[src/rtl/dmem_access_ctrl.sv]
// Data-memory access sequencer: round-robin arbitration between two requesters onto a
// single-port RAM, with read-modify-write for sub-word stores and extension for sub-word loads.
module dmem_access_ctrl #(
  parameter int ADDR_W = 14
) (
  input  logic              clk,
  input  logic              rst,
  input  logic              m0_req,
  input  logic              m0_we,
  input  logic [1:0]        m0_size,
  input  logic              m0_unsigned,
  input  logic [31:0]       m0_addr,
  input  logic [31:0]       m0_wdata,
  output logic              m0_ack,
  input  logic              m1_req,
  input  logic              m1_we,
  input  logic [1:0]        m1_size,
  input  logic              m1_unsigned,
  input  logic [31:0]       m1_addr,
  input  logic [31:0]       m1_wdata,
  output logic              m1_ack,
  output logic [31:0]       rdata,
  output logic              err,
  output logic              busy,
  output logic              ram_we,
  output logic [ADDR_W-1:0] ram_addr,
  output logic [31:0]       ram_din,
  input  logic [31:0]       ram_dout
);

  typedef enum logic [2:0] {IDLE, ACCESS, WAIT, WRITE, DONE} state_t;

  state_t            state_q, state_d;
  logic              last_grant_q, last_grant_d;
  logic              grant_q, grant_d;
  logic              we_q, we_d;
  logic [1:0]        size_q, size_d;
  logic              uns_q, uns_d;
  logic [ADDR_W+1:0] addr_q, addr_d;
  logic              err_q, err_d;
  logic [31:0]       rdata_q, rdata_d;
  logic [31:0]       din_q, din_d;

  logic              sel;
  logic              req_we, req_uns, req_bad;
  logic [1:0]        req_size;
  logic [31:0]       req_addr, req_wdata;
  logic [7:0]        lane_b;
  logic [15:0]       lane_h;
  logic [31:0]       load_val, merged;

  // Address bits above the RAM word range wrap and are intentionally dropped.
  logic unused_addr_bits;
  assign unused_addr_bits = ^{m0_addr[31:ADDR_W+2], m1_addr[31:ADDR_W+2]};

  always_comb begin
    sel       = m0_req && m1_req ? ~last_grant_q : m1_req;
    req_we    = sel ? m1_we       : m0_we;
    req_size  = sel ? m1_size     : m0_size;
    req_uns   = sel ? m1_unsigned : m0_unsigned;
    req_addr  = sel ? m1_addr     : m0_addr;
    req_wdata = sel ? m1_wdata    : m0_wdata;
    req_bad   = (req_size == 2'd3) ||
                (req_size == 2'd1 && req_addr[0]) ||
                (req_size == 2'd2 && req_addr[1:0] != 2'd0);
  end

  always_comb begin
    lane_b = ram_dout[7:0];
    case (addr_q[1:0])
      2'd1:    lane_b = ram_dout[15:8];
      2'd2:    lane_b = ram_dout[23:16];
      2'd3:    lane_b = ram_dout[31:24];
      default: lane_b = ram_dout[7:0];
    endcase
    lane_h = addr_q[1] ? ram_dout[31:16] : ram_dout[15:0];
    case (size_q)
      2'd0:    load_val = uns_q ? {24'd0, lane_b} : {{24{lane_b[7]}}, lane_b};
      2'd1:    load_val = uns_q ? {16'd0, lane_h} : {{16{lane_h[15]}}, lane_h};
      default: load_val = ram_dout;
    endcase
    // din_q still holds the right-aligned store data while the old word is being read.
    merged = ram_dout;
    if (size_q == 2'd0) begin
      case (addr_q[1:0])
        2'd1:    merged[15:8]  = din_q[7:0];
        2'd2:    merged[23:16] = din_q[7:0];
        2'd3:    merged[31:24] = din_q[7:0];
        default: merged[7:0]   = din_q[7:0];
      endcase
    end else if (addr_q[1]) begin
      merged[31:16] = din_q[15:0];
    end else begin
      merged[15:0] = din_q[15:0];
    end
  end

  always_comb begin
    state_d      = state_q;
    last_grant_d = last_grant_q;
    grant_d      = grant_q;
    we_d         = we_q;
    size_d       = size_q;
    uns_d        = uns_q;
    addr_d       = addr_q;
    err_d        = err_q;
    rdata_d      = rdata_q;
    din_d        = din_q;
    case (state_q)
      IDLE: begin
        if (m0_req || m1_req) begin
          grant_d      = sel;
          last_grant_d = sel;
          we_d         = req_we;
          size_d       = req_size;
          uns_d        = req_uns;
          addr_d       = req_addr[ADDR_W+1:0];
          din_d        = req_wdata;
          err_d        = req_bad;
          state_d      = req_bad ? DONE : ACCESS;
        end
      end
      ACCESS: state_d = (we_q && size_q == 2'd2) ? DONE : WAIT;
      WAIT: begin
        if (we_q) begin
          din_d   = merged;
          state_d = WRITE;
        end else begin
          rdata_d = load_val;
          state_d = DONE;
        end
      end
      WRITE:   state_d = DONE;
      DONE:    state_d = IDLE;
      default: state_d = IDLE;
    endcase
  end

  always_ff @(posedge clk) begin
    if (rst) begin
      state_q      <= IDLE;
      last_grant_q <= 1'b1;
      grant_q      <= 1'b0;
      we_q         <= 1'b0;
      size_q       <= 2'd0;
      uns_q        <= 1'b0;
      addr_q       <= '0;
      err_q        <= 1'b0;
      rdata_q      <= 32'd0;
      din_q        <= 32'd0;
    end else begin
      state_q      <= state_d;
      last_grant_q <= last_grant_d;
      grant_q      <= grant_d;
      we_q         <= we_d;
      size_q       <= size_d;
      uns_q        <= uns_d;
      addr_q       <= addr_d;
      err_q        <= err_d;
      rdata_q      <= rdata_d;
      din_q        <= din_d;
    end
  end

  assign ram_we   = (state_q == ACCESS && we_q && size_q == 2'd2) || (state_q == WRITE);
  assign ram_addr = addr_q[ADDR_W+1:2];
  assign ram_din  = din_q;
  assign m0_ack   = (state_q == DONE) && !grant_q;
  assign m1_ack   = (state_q == DONE) && grant_q;
  assign busy     = (state_q != IDLE);
  assign rdata    = rdata_q;
  assign err      = err_q;

endmodule

[config.mk]
export PLATFORM = sky130hd
export DESIGN_NAME = dmem_access_ctrl
export DESIGN_NICKNAME = d
export VERILOG_FILES = /design/src/rtl/dmem_access_ctrl.sv
export SDC_FILE = /design/constraint.sdc
export NUM_CORES = 1
export LEC_CHECK = 0
export CELL_PAD_IN_SITES_DETAIL_PLACEMENT = 1
export CELL_PAD_IN_SITES_GLOBAL_PLACEMENT = 1
export CORE_MARGIN = 2
export CORE_UTILIZATION = 26
export DETAILED_ROUTE_END_ITERATION = 16
export HOLD_SLACK_MARGIN = 0.08
export PLACE_DENSITY_LB_ADDON = 0.1
export REMOVE_ABC_BUFFERS = 1
export SLEW_MARGIN = 30
export SYNTH_ARGS = -nofsm -noshare
export SYNTH_HDL_FRONTEND = slang
export SYNTH_SLANG_ARGS = --single-unit
[constraint.sdc]
create_clock -name clk -period 1.6 [get_ports clk]
set_clock_uncertainty 0.05 [all_clocks]
set_input_delay 0.48 -clock clk [delete_from_list [all_inputs] [get_ports clk]]
set_output_delay 0.48 -clock clk [all_outputs]
set_load 0.01 [all_outputs]
After elaboration in Yosys (flattened, before gate mapping)
Index checks and enable logic that the tools add are counted.
- register bits after elaboration: 90
- output and inout port bits: 83
- word-level logic and storage cells: 80
- input port bits: 172
- reductions and logical operators: 24
- multiplexer cells: 26
- bitwise gates (word level): 2
- equal/unequal tests: 16
- operators by type and width (operator ; count):
    $mux W32 ; 6
    $pmux W32 S2 ; 2
    $mux W16 ; 4
    $mux W8 ; 4
    $pmux W8 S3 ; 1
    $mux W3 ; 4
    $pmux W3 S4 ; 1
    $eq A2 B2 Y1 const B ; 5
    $logic_and A1 B1 Y1 ; 8
    $eq A2 B1 Y1 const B ; 3
    $eq A3 B2 Y1 const B ; 2
    $ne A3 B3 Y1 const B ; 2
    $reduce_and A5 Y1 ; 1
    $logic_or A1 B1 Y1 ; 4
    $ne A2 B2 Y1 const B ; 2
    $reduce_and A2 Y1 ; 2
    $reduce_and A4 Y1 ; 1
    $reduce_bool A2 Y1 ; 2
    $eq A3 B1 Y1 const B ; 1
    $eq A3 B3 Y1 const B ; 1
    $logic_not A3 Y1 ; 1
    $mux W1 ; 3
    $reduce_and A3 Y1 ; 1
    $reduce_bool A3 Y1 ; 1
    5 further kinds ; 6

Longest topological paths before layout
- word-level depth: 10
- gate-level depth with buffers: 8
- depth with buffers taken out: 4

Worst setup path before layout
Ideal clock, no wire load.
- kind: reg-to-output
- start point: register size_q[1]
- end point: output port ram_we
- arrival: 1.295 ns
- required time: 1.070 ns
- setup slack: -0.225 ns
- cell stages (with the launch flop): 6
- path buffers: 2
- path through: dfxtp_1 -> buf_2 -> buf_2 -> a31oi_1 -> or3b_2 -> inv_1
- word-level cells in the longest chain between the ends: 3
- RTL lines (element ; line ; source):
    from (decl) ; 37 ; logic [1:0] size_q, size_d;
    from (signal assigned) ; 156 ; size_q <= size_d;
    $eq A2 B2 Y1 ; 165 ; assign ram_we = (state_q == ACCESS && we_q && size_q == 2'd2) || (state_q == WRITE);
    $logic_and A1 B1 Y1 ; 165 ;
    $logic_or A1 B1 Y1 ; 165 ;
    to (decl) ; 25 ; output logic ram_we,
No other way between the ends.

Worst setup path after layout
- start point: register size_q[0]
- end point: output port ram_we
Same word-level chain as after synthesis.

==> out/qor.yml <==
outcome:
  status: "finished, violations left"
  violations: "setup timing"
sta:
  fin_crit_ns: 1.922
  setup_viol: 89
  finalHoldViolations: 0
  fmax_mhz: 520.4
  rsz0062_at_grt: "yes"
  maxSlewViolCount: 0
  max-slew-margin-rel_pct: 69.07
  setup_ws_ns: -0.3217
  tightest_slew_ns: 0.4639
  final.period_utilization_pct: 120.1
cts:
  insertion_delay_ns: 0.35
  h-tree-depth: 3
  clk_transition_reported_paths_ns: 0.07
  clockBufferDepth: 2
  cts_buffers: 9
  cts_hold_buf: 0
  cts.sinks: 90
  cts_root_buf: "clkbuf_16"
  cts_tree: "yes"
setup_path:
  critPathKind: "reg -> out"
  crit_arrival_ns: 1.39
  ff2ff_path_depth: 7
  critPathMaxFanout: 2
  r2r-end: "rdata[21]"
  end_kind: "output port"
  reg2reg_slack_ns: -0.25
  critPathLaunchType: "register"
  cp.required_ns: 1.07
  r2r_start: "state_q[1]"
synth:
  ys.flop_type: "dfxtp_1"
  synth.yosys.seq_area_share_pct: 34.89
  synth_cell_type_count: 52
  synth.area.mux_share_pct: 15.58
  yosysWarnings: 0
  yosys.area_share.xor_xnor_pct: 0
  synth_top_family_by_area: "compound AO/OA/AOI/OAI gates"
  yosys-top-cells-area: "dfxtp_1, mux2i_1, a211oi_1"
  syn_area_per_cell_um2: 9.012
  synth_async_sr_flop_share_pct: 0
  synth-compound-area-share_pct: 28.96
  synth_largest_area_cell: "dfxtp_1"
  synth_edf_count: 0
  synthAdderAreaFrac_pct: 0
  postSynthCellCount: 573
  ys_ff_latch: 90
  yosysTopAreaCellShare_pct: 34.89
  syn_area_mm2: 0.005164
  yosys.area_share.simple_pct: 12.45
hold_path:
  hold_class: "reg -> reg"
  worstHoldPathCells: 2
  holdPathEnd: "ram_din[21]"
  hp-start: "ram_din[21]"
floorplanning:
  start_util_pct: 26.53
  num_rows: 51
  core-area_mm2: 0.01946
  io_pins: 255
  fp.dieW_um: 144.9
  dieArea_mm2: 0.02100
  die_h_um: 144.9
global_routing:
  grt_pass1_vias: 6263
  grt_antenna_before_repair: 0
  grt_pass1_wl_um: 36000
  grt_max_degree: 39
  grt.total_usage_pct: 22.03
  grt_overflow: 0
cells_and_area:
  area_delta_synth_final_pct: 88.49
  final_common_cell: "clkdlybuf4s50_1"
  layout_common_cells: "clkdlybuf4s50_1, dfxtp_1, dlygate4sd2_1, buf_4, mux2i_1"
  final_util_pct: 50.01
  drive_gt1_share_pct: 37.12
  fin_nets: 1048
  diodes: 0
  layout.cells.non_filler: 1146
  postLayoutCellArea_mm2: 0.009733
placed_design:
  place_inst: 1091
  dp_slack_ns: -0.7208
  dpl_cell_area_mm2: 0.008194
  place.port_buffers: 222
  dp_hpwl_um: 17130
  gp_congestion: 0.8494
routing:
  drt-vias-per-instance: 5.127
  routed_wirelength_um: 24970
  wl_per_cell_um: 21.78
  ant_nets: 0
  drcViolationCount: 0
  via_count: 5875
  drt_iter0_drc: 228
  firstDrtPassIters: 4
flow_run:
  drv_cap: 0
pwr:
  power.density_mw_per_mm2: 1069
  leakagePower_nw: 3.978
  ir_drop_uv: 605.4
  finalPower_mw: 10.40
[stage by stage]
| stage | hold slack (ns) | setup TNS, ns |
|---|---|---|
| 3_5_place_dp | 0.3930 | -53.41 |
| 3_3_place_gp | 0.3857 | -49.49 |
| 4_1_cts | 0.4011 | -17.87 |
| 6_report | 0.3947 | -14.89 |
| 5_1_grt | 0.4377 | -20.32 |
| 2_1_floorplan | 0.4200 | -193.43 |
[synthesized netlist by cell type (4+ instances only)]
cell type,instances
nor2_1,60
buf_4,23
a211oi_1,35
a22o_1,11
o22ai_1,6
a22oi_1,10
mux2i_1,59
dfxtp_1,90
nand2_1,38
a21oi_1,16
clkbuf_1,20
o21ai_1,5
or2_2,4
a211o_1,9
nand2b_1,10
buf_6,4
o21ai_0,27
mux2_2,17
and3_1,4
a32oi_1,11
o22a_1,6
a311oi_1,8
o21a_1,11
o211ai_1,7
buf_2,17
inv_1,10
a221oi_1,10
a211oi_2,11
[power breakdown]
part	internal (mW)	switching, mW	leakage (nW)
clock network	1.41	0.978	0.156
registers	2.62	0.282	0.743
logic	2.61	2.51	3.08
[worst max path at each step]
stage | depth (start not counted) | slack, ns | start | endpoint
5_1_grt | 5 | -0.37 | size_q[0] | ram_we
3_3_place_gp | 6 | -0.64 | m1_req | addr_q[6]
2_1_floorplan | 4 | -3.24 | m1_req | state_q[2]
4_1_cts | 5 | -0.36 | size_q[0] | ram_we
3_5_place_dp | 6 | -0.72 | m1_req | addr_q[4]
6_report | 5 | -0.32 | size_q[0] | ram_we
[worst max-delay path: stages (launching register included)]
cell,delay (ns)
dfxtp_2,0.32
inv_2,0.07
a31oi_4,0.09
or3b_4,0.39
inv_2,0.07
buf_6,0.09
[cells by family after synthesis]
family | Yosys count
AO/OA/AOI/OAI | 195
AND/OR/NAND/NOR | 136
flip-flops | 90
multiplexers | 77
buffers and inverters | 75
[repair_timing]
item	in CTS	in global routing
gates resized for setup	194	137
cloned	8	5
setup buffers	12	24
endpoints found under the setup margin	171	98
pin swaps	25	45
[area by class of cell]
class                   instances  area (um2)
well taps                     265       331.6
repair buffers                354        3578
inverters                      11       41.29
clock buffers                  11       242.7
multi-input cells             410        3642
fillers                      2139        9729
clock inverters                 5       77.57
flip-flops and latches         90        1819
[registers in the layout (all words and copies together), names as in the netlist]
name,flops
addr_q,16
ram_din,32
size_q,2
last_grant_q,1
rdata,32
state_q,3
we_q,1
grant_q,1
err,1
uns_q,1
[metal layers]
layer / track usage (%) / up-vias / share of wire [%]
li1: - / 2749 / -
met1: 24.81 / 2864 / 40
met2: 39.19 / 217 / 50
met3: 5.660 / 45 / 6.6
met4: 9.604 / 0 / 3.4
met5: 0 / - / 0
Power figures use the tool's default switching activity.
==> RTL edit, RTL diff (config.mk and constraints unchanged) <==
Put one more register stage on the output `err`, with the module's reset. The value now appears one clock later. The other outputs are not delayed to match.
--- a/src/rtl/dmem_access_ctrl.sv
+++ b/src/rtl/dmem_access_ctrl.sv
@@ -169,7 +169,13 @@
   assign m1_ack   = (state_q == DONE) && grant_q;
   assign busy     = (state_q != IDLE);
   assign rdata    = rdata_q;
-  assign err      = err_q;
+  always_ff @(posedge clk) begin
+    if (rst) begin
+      err <= '0;
+    end else begin
+      err <= err_q;
+    end
+  end
 
 endmodule
 
Formal check against the unedited RTL: not equivalent (Yosys sat finds a counterexample within 4 cycles, from zero or initial values and one cycle with rst high).
==> RTL edit against the original RTL <==
The run still ends with setup timing left; first-iteration DRC count increased by 7.0%; cell count grew 5.1%; area after synthesis shrank 0.92%; sequential share of layout area down 0.25 points; power up 12%; largest power group unchanged; wire length up 4.8%; setup slack gained 0.027 ns; sequential cell count grew 1; combinational power grew 21%; cell area rose by 2.3%.
==> RTL edit: results <==
<?xml version="1.0" encoding="UTF-8"?>
<metrics>
  <group name="global_route">
    <metric name="via_count_of_the_first_global_routing_pass" unit="">6487</metric>
    <metric name="grt_first_pass_wirelength" unit="um">36500</metric>
    <metric name="grt_start_max_net_pins" unit="">26</metric>
    <metric name="grt_usage" unit="%">23.3</metric>
  </group>
  <group name="worst_setup_path">
    <metric name="critical_path.slowest_cell" unit="">dfxtp_1</metric>
    <metric name="critical_path.max_fanout" unit="">9</metric>
    <metric name="critical_path_class" unit="">flip-flop to flip-flop</metric>
    <metric name="rr_worst_depth" unit="">8</metric>
    <metric name="slowest_delay" unit="ns">0.34</metric>
    <metric name="critical_path.reg2reg.startpoint" unit="">size_q[1]</metric>
    <metric name="critical-path-top-delay-family" unit="">buffers and inverters</metric>
    <metric name="endpoint" unit="">ram_din[12]</metric>
  </group>
  <group name="status">
    <metric name="outcome" unit="">complete, but fails checks</metric>
    <metric name="failed_checks" unit="">setup timing</metric>
  </group>
  <group name="power_and_ir_drop">
    <metric name="leakage" unit="nW">4.04</metric>
    <metric name="worst_ir_drop_vdd" unit="mV">0.620</metric>
  </group>
  <group name="drt">
    <metric name="drt_iter0_markers" unit="">244</metric>
    <metric name="drt_pre_antenna_iters" unit="">4</metric>
    <metric name="postRouteWirelength" unit="um">26200</metric>
    <metric name="vias_per_cell" unit="">5.18</metric>
  </group>
  <group name="cells_and_area">
    <metric name="layout.filler_cells" unit="">2225</metric>
    <metric name="antennaDiodeCount" unit="">0</metric>
    <metric name="fin_nets" unit="">1106</metric>
    <metric name="final_layout_size_suffix_gt1_share" unit="%">34.9</metric>
  </group>
  <group name="synth">
    <metric name="async_reset_ff_share" unit="%">0</metric>
    <metric name="synth.cells.most_frequent" unit="">91 x dfxtp_1, 81 x nor2_1, 77 x nand2_1, 55 x mux2i_1, 38 x a211oi_1</metric>
    <metric name="synth.lib_cells_used.distinct" unit="">58</metric>
    <metric name="synth_area_leaders" unit="">dfxtp_1 36%, mux2i_1 11%, nor2_1 5.9%</metric>
    <metric name="sequential_fraction_of_the_synthesis_area" unit="%">35.6</metric>
  </group>
  <group name="place">
    <metric name="port_buffers" unit="">222</metric>
    <metric name="placed_area" unit="um^2">8130</metric>
    <metric name="detailed_place_hpwl" unit="um">18000</metric>
    <metric name="routabilityCongestion" unit="">0.851</metric>
  </group>
  <group name="min_path">
    <metric name="hold_depth" unit="">2</metric>
  </group>
  <group name="sta">
    <metric name="slew_headroom" unit="%">59.3</metric>
    <metric name="finalWorstSetupSlack" unit="ns">-0.294</metric>
    <metric name="setup-tns-final" unit="ns">-17.84</metric>
    <metric name="setup_viol_count_final" unit="">89</metric>
  </group>
  <group name="clocking">
    <metric name="cts_buffer_depth" unit="">2</metric>
    <metric name="clkSlewWorstSetupHoldPaths" unit="ns">0.08</metric>
  </group>
</metrics>
-- RTL edit: cell types whose count changed after synthesis, moves of 10 or more --
| cell | unedited run | this run |
|---|---|---|
| nor2_1 | 60 | 81 |
| a211oi_2 | 11 | 1 |
| nand2_1 | 38 | 77 |
| mux2_2 | 17 | 7 |
| nand3_1 | 3 | 22 |
| nor3_1 | 3 | 22 |
-- RTL edit: metal layers --
layer,part of all wire [%],global-route usage [%],up-vias,wire [um]
li1,-,-,2891,-
met1,41,28.5,3099,10800
met2,51,41.5,208,13300
met3,5.5,4.34,39,1450
met4,2.4,7.31,0,632
met5,0,0,-,0
-- RTL edit: logic make-up (layout without fill, tap and decap cells) --
logic type      Yosys count  in the layout  synth area share (%)
simple gates            226            226                  20.0
mux                      63             63                  12.7
buf+inv                  73            392                  7.90
flops                    91             91                  35.6
compound gates          167            167                  23.7
-- RTL edit: repair_timing --
action / 4_1_cts / 5_1_grt
gates cloned: 5 / 7
hold endpoints to repair: 0 / 0
gates resized for setup: 254 / 113
setup endpoints to repair: 171 / 96
pin swaps: 35 / 41
buffers inserted: 28 / 12
-- RTL edit: cell type report --
| class | instances | area, um^2 | share of cell area, % |
|---|---|---|---|
| flip-flops and latches | 91 | 1840 | 18.4 |
| repair buffers | 372 | 3750 | 37.7 |
| clock buffers | 9 | 225 | 2.26 |
| clock inverters | 7 | 100 | 1.01 |
| multi-input cells | 456 | 3690 | 37.1 |
| well taps | 265 | 332 | 3.33 |
| inverters | 4 | 18.8 | 0.188 |
-- RTL edit: worst min-delay path: stages, from the launching register on --
cell	delay (ns)
dfxtp_1	0.32
nand2_1	0.05
o21ai_1	0.05
-- RTL edit: metrics by stage --
stage / util (%) / std cells / setup slack (ns)
5_1_grt: 51.3 / 1204 / -0.363
4_1_cts: 47.9 / 1188 / -0.266
6_report: 51.3 / 1204 / -0.294
3_3_place_gp: 41.9 / 1140 / -0.838
3_5_place_dp: 41.9 / 1140 / -1.04
2_1_floorplan: - / 551 / -3.64
-- RTL edit: worst min-delay path by stage --
stage                 from  slack [ns]          end
6_report       ram_din[28]        0.41  ram_din[28]
5_1_grt        ram_din[21]        0.45  ram_din[21]
4_1_cts        ram_din[28]        0.41  ram_din[28]
3_5_place_dp   ram_din[28]        0.40  ram_din[28]
3_3_place_gp   ram_din[28]        0.39  ram_din[28]
2_1_floorplan        err_q        0.39          err
-- RTL edit: power by group --
group / total, mW / internal [mW] / switching [mW] / leakage [nW]
clock network: 2.41 / 1.38 / 1.03 / 0.154
registers: 3.04 / 2.70 / 0.340 / 0.750
logic: 6.17 / 3.09 / 3.08 / 3.13
total: 11.6 / 7.18 / 4.45 / 4.04
